$ cat config.mk
export PLATFORM = sky130hd
export DESIGN_NAME = serial_subtractor
export DESIGN_NICKNAME = d
export VERILOG_FILES = /design/src/rtl/serial_subtractor_pkg.sv /design/src/rtl/serial_subtractor_full_subtractor_cell.sv /design/src/rtl/serial_subtractor.sv
export SDC_FILE = /design/constraint.sdc
export NUM_CORES = 1
export LEC_CHECK = 0
export BUFFER_PORTS_ARGS = -buffer_cell sky130_fd_sc_hd__buf_2
export CAP_MARGIN = 15
export CORE_MARGIN = 1.5
export CORE_UTILIZATION = 53
export CTS_CLUSTER_DIAMETER = 40
export DETAILED_ROUTE_END_ITERATION = 10
export PLACE_DENSITY = 0.78
export REMOVE_ABC_BUFFERS = 1
export SKIP_CTS_REPAIR_TIMING = 1
export SYNTH_ARGS = -nofsm -noshare
export SYNTH_HDL_FRONTEND = slang
export SYNTH_HIERARCHICAL = 1
export SYNTH_SLANG_ARGS = --single-unit
$ cat constraint.sdc
create_clock -name clk -period 2.9 [get_ports clk]
set_input_delay 0.29 -clock clk [delete_from_list [all_inputs] [get_ports clk]]
set_output_delay 0.29 -clock clk [all_outputs]
set_load 0.005 [all_outputs]
$ cat src/rtl/serial_subtractor_pkg.sv
// Shared definitions for the bit-serial subtractor.
//   state_t        : control FSM encoding (IDLE, SHIFT, DONE)
//   DEFAULT_WIDTH  : default operand/result width in bits
package serial_subtractor_pkg;

  localparam int DEFAULT_WIDTH = 8;

  typedef enum logic [1:0] {
    IDLE  = 2'd0,
    SHIFT = 2'd1,
    DONE  = 2'd2
  } state_t;

endpackage

$ cat src/rtl/serial_subtractor_full_subtractor_cell.sv
// One-bit full subtractor built from gate primitives.
// Ports:
//   a, b  : minuend bit, subtrahend bit
//   bin   : borrow in from the less significant bit
//   d     : difference bit  a ^ b ^ bin
//   bout  : borrow out      (~a & b) | (~(a ^ b) & bin)
module full_subtractor_cell (
  input  logic a,
  input  logic b,
  input  logic bin,
  output logic d,
  output logic bout
);

  logic a_xor_b;
  logic a_n;
  logic a_xnor_b;
  logic brw_gen;
  logic brw_prop;

  xor g_x0 (a_xor_b, a, b);
  xor g_x1 (d, a_xor_b, bin);
  not g_n0 (a_n, a);
  and g_a0 (brw_gen, a_n, b);
  // Equal operand bits pass the incoming borrow straight through.
  not g_n1 (a_xnor_b, a_xor_b);
  and g_a1 (brw_prop, a_xnor_b, bin);
  or  g_o0 (bout, brw_gen, brw_prop);

endmodule

$ cat src/rtl/serial_subtractor.sv
// Bit-serial subtractor: diff = a - b (mod 2^WIDTH), one bit per clock,
// LSB first, through a single full-subtractor cell and a registered borrow.
// Ports:
//   clk, rst_n   : rising-edge clock, asynchronous active-low reset
//   start        : request, only sampled in IDLE
//   a, b         : operands, captured on the accepted start edge
//   busy         : high while bits are being processed
//   done         : one-cycle pulse, diff/borrow_out valid
//   diff         : difference, held until the next accepted start
//   borrow_out   : 1 iff a < b (unsigned), held until the final bit of the next op
//
// state | meaning
// ------+---------------------------------------------------------------
// IDLE  | waiting for start; results of the last operation are held
// SHIFT | one bit per edge through the cell; cnt tracks the bit index
// DONE  | one-cycle result-valid pulse; always returns to IDLE
module serial_subtractor
  import serial_subtractor_pkg::*;
#(
  parameter int WIDTH = DEFAULT_WIDTH
) (
  input  logic             clk,
  input  logic             rst_n,
  input  logic             start,
  input  logic [WIDTH-1:0] a,
  input  logic [WIDTH-1:0] b,
  output logic             busy,
  output logic             done,
  output logic [WIDTH-1:0] diff,
  output logic             borrow_out
);

  localparam int CNT_W = $clog2(WIDTH) + 1;

  state_t             state;
  state_t             state_nxt;
  logic [WIDTH-1:0]   a_sr;
  logic [WIDTH-1:0]   b_sr;
  logic [WIDTH-1:0]   diff_r;
  logic [CNT_W-1:0]   cnt;
  logic               brw;
  logic               borrow_r;
  logic               d_bit;
  logic               bout_bit;
  logic               last_bit;

  full_subtractor_cell u_cell (
    .a    (a_sr[0]),
    .b    (b_sr[0]),
    .bin  (brw),
    .d    (d_bit),
    .bout (bout_bit)
  );

  assign last_bit = (cnt == CNT_W'(WIDTH - 1));

  always_ff @(posedge clk or negedge rst_n) begin
    if (!rst_n) begin
      state <= IDLE;
    end else begin
      state <= state_nxt;
    end
  end

  always_comb begin
    state_nxt = state;
    case (state)
      IDLE:    if (start) state_nxt = SHIFT;
      SHIFT:   if (last_bit) state_nxt = DONE;
      DONE:    state_nxt = IDLE;
      default: state_nxt = IDLE;
    endcase
  end

  always_ff @(posedge clk or negedge rst_n) begin
    if (!rst_n) begin
      a_sr     <= '0;
      b_sr     <= '0;
      diff_r   <= '0;
      cnt      <= '0;
      brw      <= 1'b0;
      borrow_r <= 1'b0;
    end else begin
      case (state)
        IDLE: begin
          if (start) begin
            a_sr   <= a;
            b_sr   <= b;
            diff_r <= '0;
            cnt    <= '0;
            brw    <= 1'b0;
          end
        end
        SHIFT: begin
          // Result bits enter at the MSB so bit 0 lands in place after WIDTH shifts.
          diff_r <= {d_bit, diff_r[WIDTH-1:1]};
          a_sr   <= {1'b0, a_sr[WIDTH-1:1]};
          b_sr   <= {1'b0, b_sr[WIDTH-1:1]};
          brw    <= bout_bit;
          cnt    <= cnt + 1'b1;
          if (last_bit) borrow_r <= bout_bit;
        end
        default: ;
      endcase
    end
  end

  assign busy       = (state == SHIFT);
  assign done       = (state == DONE);
  assign diff       = diff_r;
  assign borrow_out = borrow_r;

endmodule

==> results of run 1 <==
[layout by cell type, fill, tap and decap left out, types with 3 or more instances in the layout]
| cell type | count |
|---|---|
| nor2b_1 | 5 |
| clkbuf_4 | 5 |
| buf_2 | 29 |
| a22o_1 | 11 |
| inv_1 | 3 |
| nand3_1 | 3 |
| a21oi_1 | 17 |
| o21ai_1 | 6 |
| dfrtp_1 | 32 |
| o21ai_0 | 11 |
| and2b_1 | 13 |
| nand2_1 | 5 |
| a22oi_1 | 14 |
[cell usage after synthesis, drive strengths merged]
| cell | number | area, sq um |
|---|---|---|
| o21ai | 17 | 85.08 |
| and2b | 13 | 97.59 |
| o21bai | 1 | 7.510 |
| clkbuf | 4 | 15.01 |
| or3 | 1 | 6.260 |
| nand2b | 1 | 6.260 |
| nand2 | 5 | 18.77 |
| mux2 | 2 | 22.52 |
| fa | 1 | 20.02 |
| buf | 6 | 47.54 |
| a21oi | 17 | 85.08 |
| nor2 | 2 | 7.510 |
| inv | 4 | 15.01 |
| dfrtp | 32 | 800.8 |
| ha | 1 | 12.51 |
| nand3 | 3 | 15.01 |
| a22o | 11 | 96.34 |
| a22oi | 14 | 105.1 |
| nor3 | 1 | 10.01 |
| nor2b | 5 | 31.28 |
[worst max-delay path, stage by stage, from the launching register on]
cell      delay (ns)
dfrtp_1         0.75
nand2b_1        0.23
inv_2           0.37
buf_2           0.20
[per-layer routing]
layer | vias up | global-route usage (%) | wire [um]
met5 | - | 0 | 0
met4 | 0 | 11.22 | 67
met3 | 8 | 5.069 | 102
li1 | 563 | - | -
met2 | 23 | 33.28 | 1298
met1 | 539 | 26.40 | 1296
[power by group through the flow]
stage	combinational [W]	clock [W]	sequential (W)
floorplan	0.000427	0	0.000784
global placement	0.000598	0	0.000814
detailed placement	0.000612	0	0.000827
CTS	0.000618	0.000350	0.000817
global route	0.000696	0.000370	0.000851
finish	0.000609	0.000340	0.000817
[flip-flops by register name, summed over array words and instances, names as in the netlist]
name / cells
a_sr: 8
b_sr: 8
diff: 8
cnt: 4
state: 2
borrow_out: 1
brw: 1
[final timing paths]
| path | endpoint | startpoint | slack (ns) |
|---|---|---|---|
| max reg2reg | borrow_out | state[0] | 1.23 |
| max in group asynchronous | b_sr[2] | rst_n | 2.48 |
| min | a_sr[0] | rst_n | -0.02 |
| min reg2reg | diff[0] | diff[0] | 0.52 |
| min in group clk | a_sr[4] | a[4] | 0.21 |
| max | busy | state[0] | 0.72 |
[metrics by stage]
| step | instance area, sq um | setup WS (ns) | power, W | instances | hold WS [ns] |
|---|---|---|---|---|---|
| 2_1_floorplan | 1443 | 1.399 | 0.001211 | 131 | -0.005591 |
| 3_3_place_gp | 1642 | 1.139 | 0.001412 | 193 | 0.3652 |
| 3_5_place_dp | 1642 | 1.094 | 0.001439 | 193 | 0.3759 |
| 4_1_cts | 1722 | 0.6947 | 0.001785 | 201 | -0.002013 |
| 5_1_grt | 1722 | 0.5567 | 0.001917 | 201 | 0.02771 |
| 6_report | 1722 | 0.7176 | 0.001765 | 201 | -0.01843 |
[area by class of cell]
| class | instances | area, sq um | area share (%) |
|---|---|---|---|
| flip-flops and latches | 32 | 800.8 | 46.51 |
| clock buffers | 5 | 37.54 | 2.180 |
| clock inverters | 3 | 42.54 | 2.471 |
| well taps | 31 | 38.79 | 2.253 |
| inverters | 4 | 15.01 | 0.8721 |
| repair buffers | 31 | 160.2 | 9.302 |
| multi-input cells | 95 | 626.9 | 36.41 |
[cells by family after synthesis]
kind of cell / after synthesis
buffers and inverters: 14
and+or+nand+nor: 31
adders and majority gates: 2
muxes: 2
DFF: 32
AOI/OAI and AO/OA: 60
==> flow_summary.yaml, run 1 <==
clock_network:
  cts_root_buf: "clkbuf_4"
  cts_max_path_buffers: 2
  worstSkewPairLatency_ns: 0.34
  cts_tree: "done"
  cts_made_buffers: 5
  h-tree-depth: 2
  cts_sinks: 32
  clkTransAtPathRegs_ns: 0.10
global_routing:
  grt_max_degree: 33
  overflow: 0
  grt_first_pass_wirelength_um: 5064
  antenna_found_initial: 0
  grt_pass1_vias: 1161
  grt_use_total_pct: 20.91
cells_and_area:
  utilization_pct: 62.97
  area_delta_synth_final_pct: 14.38
  fillers: 236
  drive_gt1_share_pct: 25.29
  final_net_count: 190
  diodes: 0
yosys:
  yosysWarnings: 6
  yosys_register_bits: 32
  ys_types: 24
  synth_top_family_by_area: "compound AO/OA/AOI/OAI gates"
  synth-compound-area-share_pct: 25.19
  postSynthCellCount: 141
  muxShareOfSynthArea_pct: 1.496
  syn-cell-area_sq_um: 1505
  yosysSeqAreaShare_pct: 53.20
  synthAdderAreaFrac_pct: 2.161
  syn_avg_cell_area_sq_um: 10.68
  synth_xor_area_share_pct: 0
  synth-simple-area-share_pct: 12.80
sta:
  slew_viol_final: 0
  final_hold_viol_count: 32
  setup_violations: 0
  fin_setup_tns_ns: 0
  fin_hold_ws_ns: -0.01843
  fmax_ghz: 0.4582
  max_slew_margin_pct: 54.27
  fin_worst_skew_ns: 0.003423
  tightest_slew_ns: 0.6860
  fin_crit_ns: 2.182
  grt_setup_unrepaired: "false"
  fin_crit_sh_pct: 75.26
power_and_ir_drop:
  max-vdd-ir-drop_v: 0.0006889
  pwr-share-comb_pct: 34.5
  p_switching_w: 0.0006452
  pwr-share-seq_pct: 46.3
  p_leak_nw: 0.8441
  p_per_area_nw_per_um2: 1025
  intPower_w: 0.001120
  clockPowerShare_pct: 19.3
  switching_share_pct: 36.55
setup_path:
  cp-start-kind: "flop"
  reg2reg_depth: 3
  crit_path_end_kind: "primary output"
  worstPathRequired_ns: 2.61
  crit_arrival_ns: 1.89
  crit_fanout: 25
  path_class: "reg -> out"
floorplan:
  die_y_um: 56.29
  rows: 19
  dieArea_sq_um: 3169
  fp.dieW_um: 56.29
  initial_core_util_pct: 55.06
  ioPinCount: 30
  core_region_area_sq_um: 2734
placed_design:
  dp_hpwl_um: 1853
  place_congestion: 0.7794
  port_buffers: 29
routing:
  routedWlPerCell_um: 13.75
  firstDrtPassIters: 4
  remaining_drc_errors: 0
  post_drt_via_cell_ratio: 5.637
  route.vias.total: 1133
  postRouteAntennaNets: 0
  drtIter0Drc: 30
  drt_wl_total_um: 2764
outcome:
  status: "finished, violations left"
  failed_checks: "negative hold slack"
min_path:
  hold_class: "in -> async"
flow_run:
  maxCapViolCount: 0
(Power assumes the default switching activity.)
==> inputs of run 2 (changes only) <==
==> constraint.sdc (replaced) <==
create_clock -name clk -period 2.2 [get_ports clk]
set_input_delay 0.22 -clock clk [delete_from_list [all_inputs] [get_ports clk]]
set_output_delay 0.22 -clock clk [all_outputs]
set_load 0.005 [all_outputs]
==> run 2 against run 1 <==
- the run now ends clean
- combinational power grew 42%
- core utilization grew 0.37 points
- register-to-register slack lost 0.99 ns
- critical path depth is the same
- final area grew 0.58%
- setup slack lost 0.48 ns
- flip-flop and latch count is the same
==> flow_summary.yaml, run 2 (synthesis gave the netlist of run 1 again) <==
outcome:
  status: "finished clean"
floorplan:
  initial_core_util_pct: 55.06
  fp.dieW_um: 56.29
  dieArea_sq_um: 3169
  rows: 19
  core_region_area_sq_um: 2734
  die_y_um: 56.29
  ioPinCount: 30
clock_network:
  clkTransAtPathRegs_ns: 0.11
  cts_tree: "done"
  cts_sinks: 32
  worstSkewPairLatency_ns: 0.34
  h-tree-depth: 2
  cts_max_path_buffers: 2
  cts_root_buf: "clkbuf_4"
  cts_made_buffers: 5
cells_and_area:
  layout_commonest_cell: "dfrtp_1"
  instances_no_fill: 202
  layout_common_cells: "32 x dfrtp_1, 29 x buf_2, 17 x a21oi_1"
  drive_gt1_share_pct: 25.15
  final_net_count: 191
  diodes: 0
  area_delta_synth_final_pct: 15.05
sta:
  fmax_ghz: 0.5096
  setup_violations: 0
  fin_crit_ns: 1.962
  tightest_slew_ns: 1.112
  grt_setup_unrepaired: "false"
  fin_setup_tns_ns: 0
  max_slew_margin_pct: 25.72
  fin_crit_sh_pct: 89.19
  fin_worst_skew_ns: 0.01570
  slew_viol_final: 0
  final_hold_viol_count: 0
setup_path:
  crit_fanout: 16
  cp_slowest_cell: "nor2b_1"
  critPathBufInv: 0
  crit_path_end_kind: "flop"
  crit_family: "simple AND/OR/NAND/NOR gates"
  crit_arrival_ns: 2.21
  cp-start-kind: "flop"
  path_class: "reg -> reg"
  crit_chain: "nor2b_1 -> a21oi_1 -> o21ai_0"
  worstPathRequired_ns: 2.45
  cp_slowest_stage_delay_ns: 0.92
global_routing:
  grt_pass1_vias: 1132
  grt_use_total_pct: 20.97
  overflow: 0
  grt_first_pass_wirelength_um: 5126
  antenna_found_initial: 0
  grt_max_degree: 33
routing:
  wirelength_met1_um: 1395
  top_layer_used: "met4"
  routedWlPerCell_um: 15.32
  wl_met3_um: 129
  route.vias.total: 1197
  remaining_drc_errors: 0
  drt_wl_total_um: 3094
  dr_wl_met2_um: 1507
  postRouteAntennaNets: 0
  post_drt_via_cell_ratio: 5.926
  drtIter0Drc: 51
  firstDrtPassIters: 4
min_path:
  hold_class: "in -> reg"
placed_design:
  place_congestion: 0.7962
  placedCellCount: 193
  port_buffers: 29
  dp_hpwl_um: 2072
power_and_ir_drop:
  p_per_area_nw_per_um2: 1368
  max-vdd-ir-drop_v: 0.0009765
  p_leak_nw: 0.8479
flow_run:
  maxCapViolCount: 0
## run 2: cell types whose count changed in the layout (fill, tap and decap cells not counted)
cell / before / now
dlygate4sd3_1: 0 / 1
## run 2: worst reg2reg max path: cells and delay by family (launching register included)
kind	cells	cell delay, ns
AOI/OAI and AO/OA	2	0.40
and+or+nand+nor	1	0.92
DFF	1	0.55
## run 2: worst paths after layout
check | from | endpoint | slack, ns | cells past startpoint
hold / removal | a[0] | a_sr[0] | 0.13 | 3
setup / recovery | state[1] | a_sr[3] | 0.24 | 3
min in group asynchronous | rst_n | diff[0] | 0.45 | 2
max in group asynchronous | rst_n | a_sr[2] | 1.29 | 2
setup reg to reg | state[1] | a_sr[3] | 0.24 | 3
hold reg to reg | brw | brw | 0.51 | 1
## run 2: per-stage QoR
| step | setup WS [ns] | power, W | cell area (sq um) | hold WS, ns | util, % |
|---|---|---|---|---|---|
| 3_5_place_dp | 0.2933 | 0.001923 | 1642 | 0.3027 | 60.05 |
| 2_1_floorplan | 0.6987 | 0.001596 | 1443 | -0.07559 | - |
| 3_3_place_gp | 0.4524 | 0.001858 | 1642 | 0.2924 | 60.05 |
| 4_1_cts | 0.2457 | 0.002371 | 1722 | -0.07775 | 62.97 |
| 6_report | 0.2378 | 0.002369 | 1732 | 0.1332 | 63.34 |
| 5_1_grt | 0.1176 | 0.002529 | 1732 | 0.1395 | 63.34 |
## run 2: report_power, final
| part | internal, W | switching [W] | total (W) |
|---|---|---|---|
| Clock | 0.000237 | 0.000216 | 0.000453 |
| Combinational | 0.000415 | 0.000449 | 0.000864 |
| Sequential | 0.000831 | 0.000222 | 0.00105 |
| Total | 0.00148 | 0.000887 | 0.00237 |
## run 2: layout make-up
type,instances,area [sq um]
Inverter,4,15.01
Clock inverter,3,42.54
Clock buffer,5,37.54
Tap cell,31,38.79
Timing Repair Buffer,32,170.2
Multi-Input combinational cell,95,626.9
Fill cell,223,1002
Sequential cell,32,800.8
## run 2: metal layers
layer	GRT usage, %	up-vias
met5	0	-
met3	7.373	7
met2	33.61	34
met1	26.38	588
li1	-	568
met4	7.483	0
==> inputs of run 3 (changes only) <==
--- a/config.mk
+++ b/config.mk
@@ -12,7 +12,6 @@
 export CTS_CLUSTER_DIAMETER = 40
 export DETAILED_ROUTE_END_ITERATION = 10
 export PLACE_DENSITY = 0.78
-export REMOVE_ABC_BUFFERS = 1
 export SKIP_CTS_REPAIR_TIMING = 1
 export SYNTH_ARGS = -nofsm -noshare
 export SYNTH_HDL_FRONTEND = slang
==> run 3 against run 2 <==
- final area fell by 1.2%
- clock-buffer cell count rose by 3
- clock power fell by 23%
- largest power group unchanged
==> flow_summary.yaml, run 3 (synthesis gave the netlist of run 1 again) <==
outcome:
  status: "finished clean"
global_routing:
  grt_use_total_pct: 20.69
  grt_first_pass_wirelength_um: 4864
  grt_max_degree: 33
  grt_pass1_vias: 1080
  overflow: 0
  antenna_found_initial: 0
floorplan:
  fp.dieW_um: 56.29
  rows: 19
  ioPinCount: 30
  initial_core_util_pct: 55.06
  die_y_um: 56.29
  core_region_area_sq_um: 2734
  dieArea_sq_um: 3169
clock_network:
  cts_root_buf: "clkbuf_4"
  worstSkewPairLatency_ns: 0.34
  cts_tree: "done"
  cts_made_buffers: 5
  clkTransAtPathRegs_ns: 0.10
  h-tree-depth: 2
  cts_max_path_buffers: 2
  cts_sinks: 32
setup_path:
  crit_fanout: 25
  crit_arrival_ns: 1.70
  cp-start-kind: "flop"
  crit_path_end_kind: "primary output"
  worstPathRequired_ns: 1.98
  path_class: "reg -> out"
sta:
  fin_crit_ns: 1.922
  fin_worst_skew_ns: 0.005893
  fin_setup_tns_ns: 0
  slew_viol_final: 0
  final_hold_viol_count: 0
  max_slew_margin_pct: 35.52
  fmax_ghz: 0.5202
  tightest_slew_ns: 0.9652
  grt_setup_unrepaired: "false"
  setup_violations: 0
  fin_crit_sh_pct: 87.37
  fin_hold_ws_ns: 0.1357
placed_design:
  dp_hpwl_um: 1830
  placed_area_sq_um: 1642
  place_congestion: 0.7047
  port_buffers: 29
routing:
  drtIter0Drc: 30
  remaining_drc_errors: 0
  dr_wl_met2_um: 1238
  drt_wl_total_um: 2863
  route.vias.total: 1169
  wirelength_met1_um: 1410
  postRouteAntennaNets: 0
  top_layer_used: "met4"
  firstDrtPassIters: 4
  post_drt_via_cell_ratio: 5.787
  wl_met3_um: 154
  routedWlPerCell_um: 14.17
power_and_ir_drop:
  pwr-share-seq_pct: 47.6
  intPower_w: 0.001398
  clockPowerShare_pct: 15.6
  p_per_area_nw_per_um2: 1311
  max-vdd-ir-drop_v: 0.001010
  p_switching_w: 0.0008456
  p_leak_nw: 0.8392
  pwr-share-comb_pct: 36.8
  switching_share_pct: 37.69
yosys:
  synth_nets: 162
flow_run:
  maxCapViolCount: 0
cells_and_area:
  design_area_sq_um: 1712
  final_net_count: 191
  fillers: 238
  drive_gt1_share_pct: 24.56
  layout_common_cells: "31 x dfrtp_1, 29 x buf_2, 17 x a21oi_1"
  diodes: 0
  area_delta_synth_final_pct: 13.72
  layout_commonest_cell: "dfrtp_1"
min_path:
  hold_class: "in -> reg"
## run 3: worst max-delay path, stage by stage (launching register included)
cell	delay, ns
dfrtp_2	0.58
nand2b_1	0.19
inv_2	0.38
buf_2	0.20
## run 3: layout make-up
cell class              count  area [sq um]  share of cell area, %
flip-flops and latches     32         802.0                  46.86
multi-input cells          95         626.9                  36.62
inverters                   4         15.01                 0.8772
repair buffers             32         170.2                  9.942
clock buffers               8         58.81                  3.436
well taps                  31         38.79                  2.266
## run 3: metal layers
metal  track usage, %  up-vias
met5                0        -
met4            12.24        0
met3            5.069        5
met2            32.44       29
met1            26.05      568
li1                 -      567
## run 3: path summary, 6_finish.rpt
path	cells after the start	slack [ns]	from	end
worst max-delay path	3	0.28	state[0]	busy
worst min-delay path	3	0.14	a[5]	a_sr[5]
worst max register to register	2	0.51	state[0]	cnt[2]
worst min register to register	1	0.51	borrow_out	borrow_out
max in group asynchronous	2	1.26	rst_n	state[0]
min in group asynchronous	2	0.46	rst_n	b_sr[4]
## run 3: power groups by stage
stage | clock network (W) | registers [W] | logic, W
4_1_cts | 0.000359 | 0.00106 | 0.000833
2_1_floorplan | 0 | 0.000993 | 0.000669
5_1_grt | 0.000383 | 0.00111 | 0.000924
3_3_place_gp | 0 | 0.00106 | 0.000796
3_5_place_dp | 0 | 0.00107 | 0.000831
6_report | 0.000351 | 0.00107 | 0.000825
## run 3: per-stage QoR
step | setup slack (ns) | util (%) | cells | total power, W
floorplan | 1.002 | - | 141 | 0.001662
global placement | 0.4720 | 60.05 | 193 | 0.001855
detailed placement | 0.3859 | 60.05 | 193 | 0.001899
CTS | 0.04504 | 62.20 | 201 | 0.002256
global route | 0.1595 | 62.61 | 202 | 0.002415
finish | 0.2778 | 62.61 | 202 | 0.002243
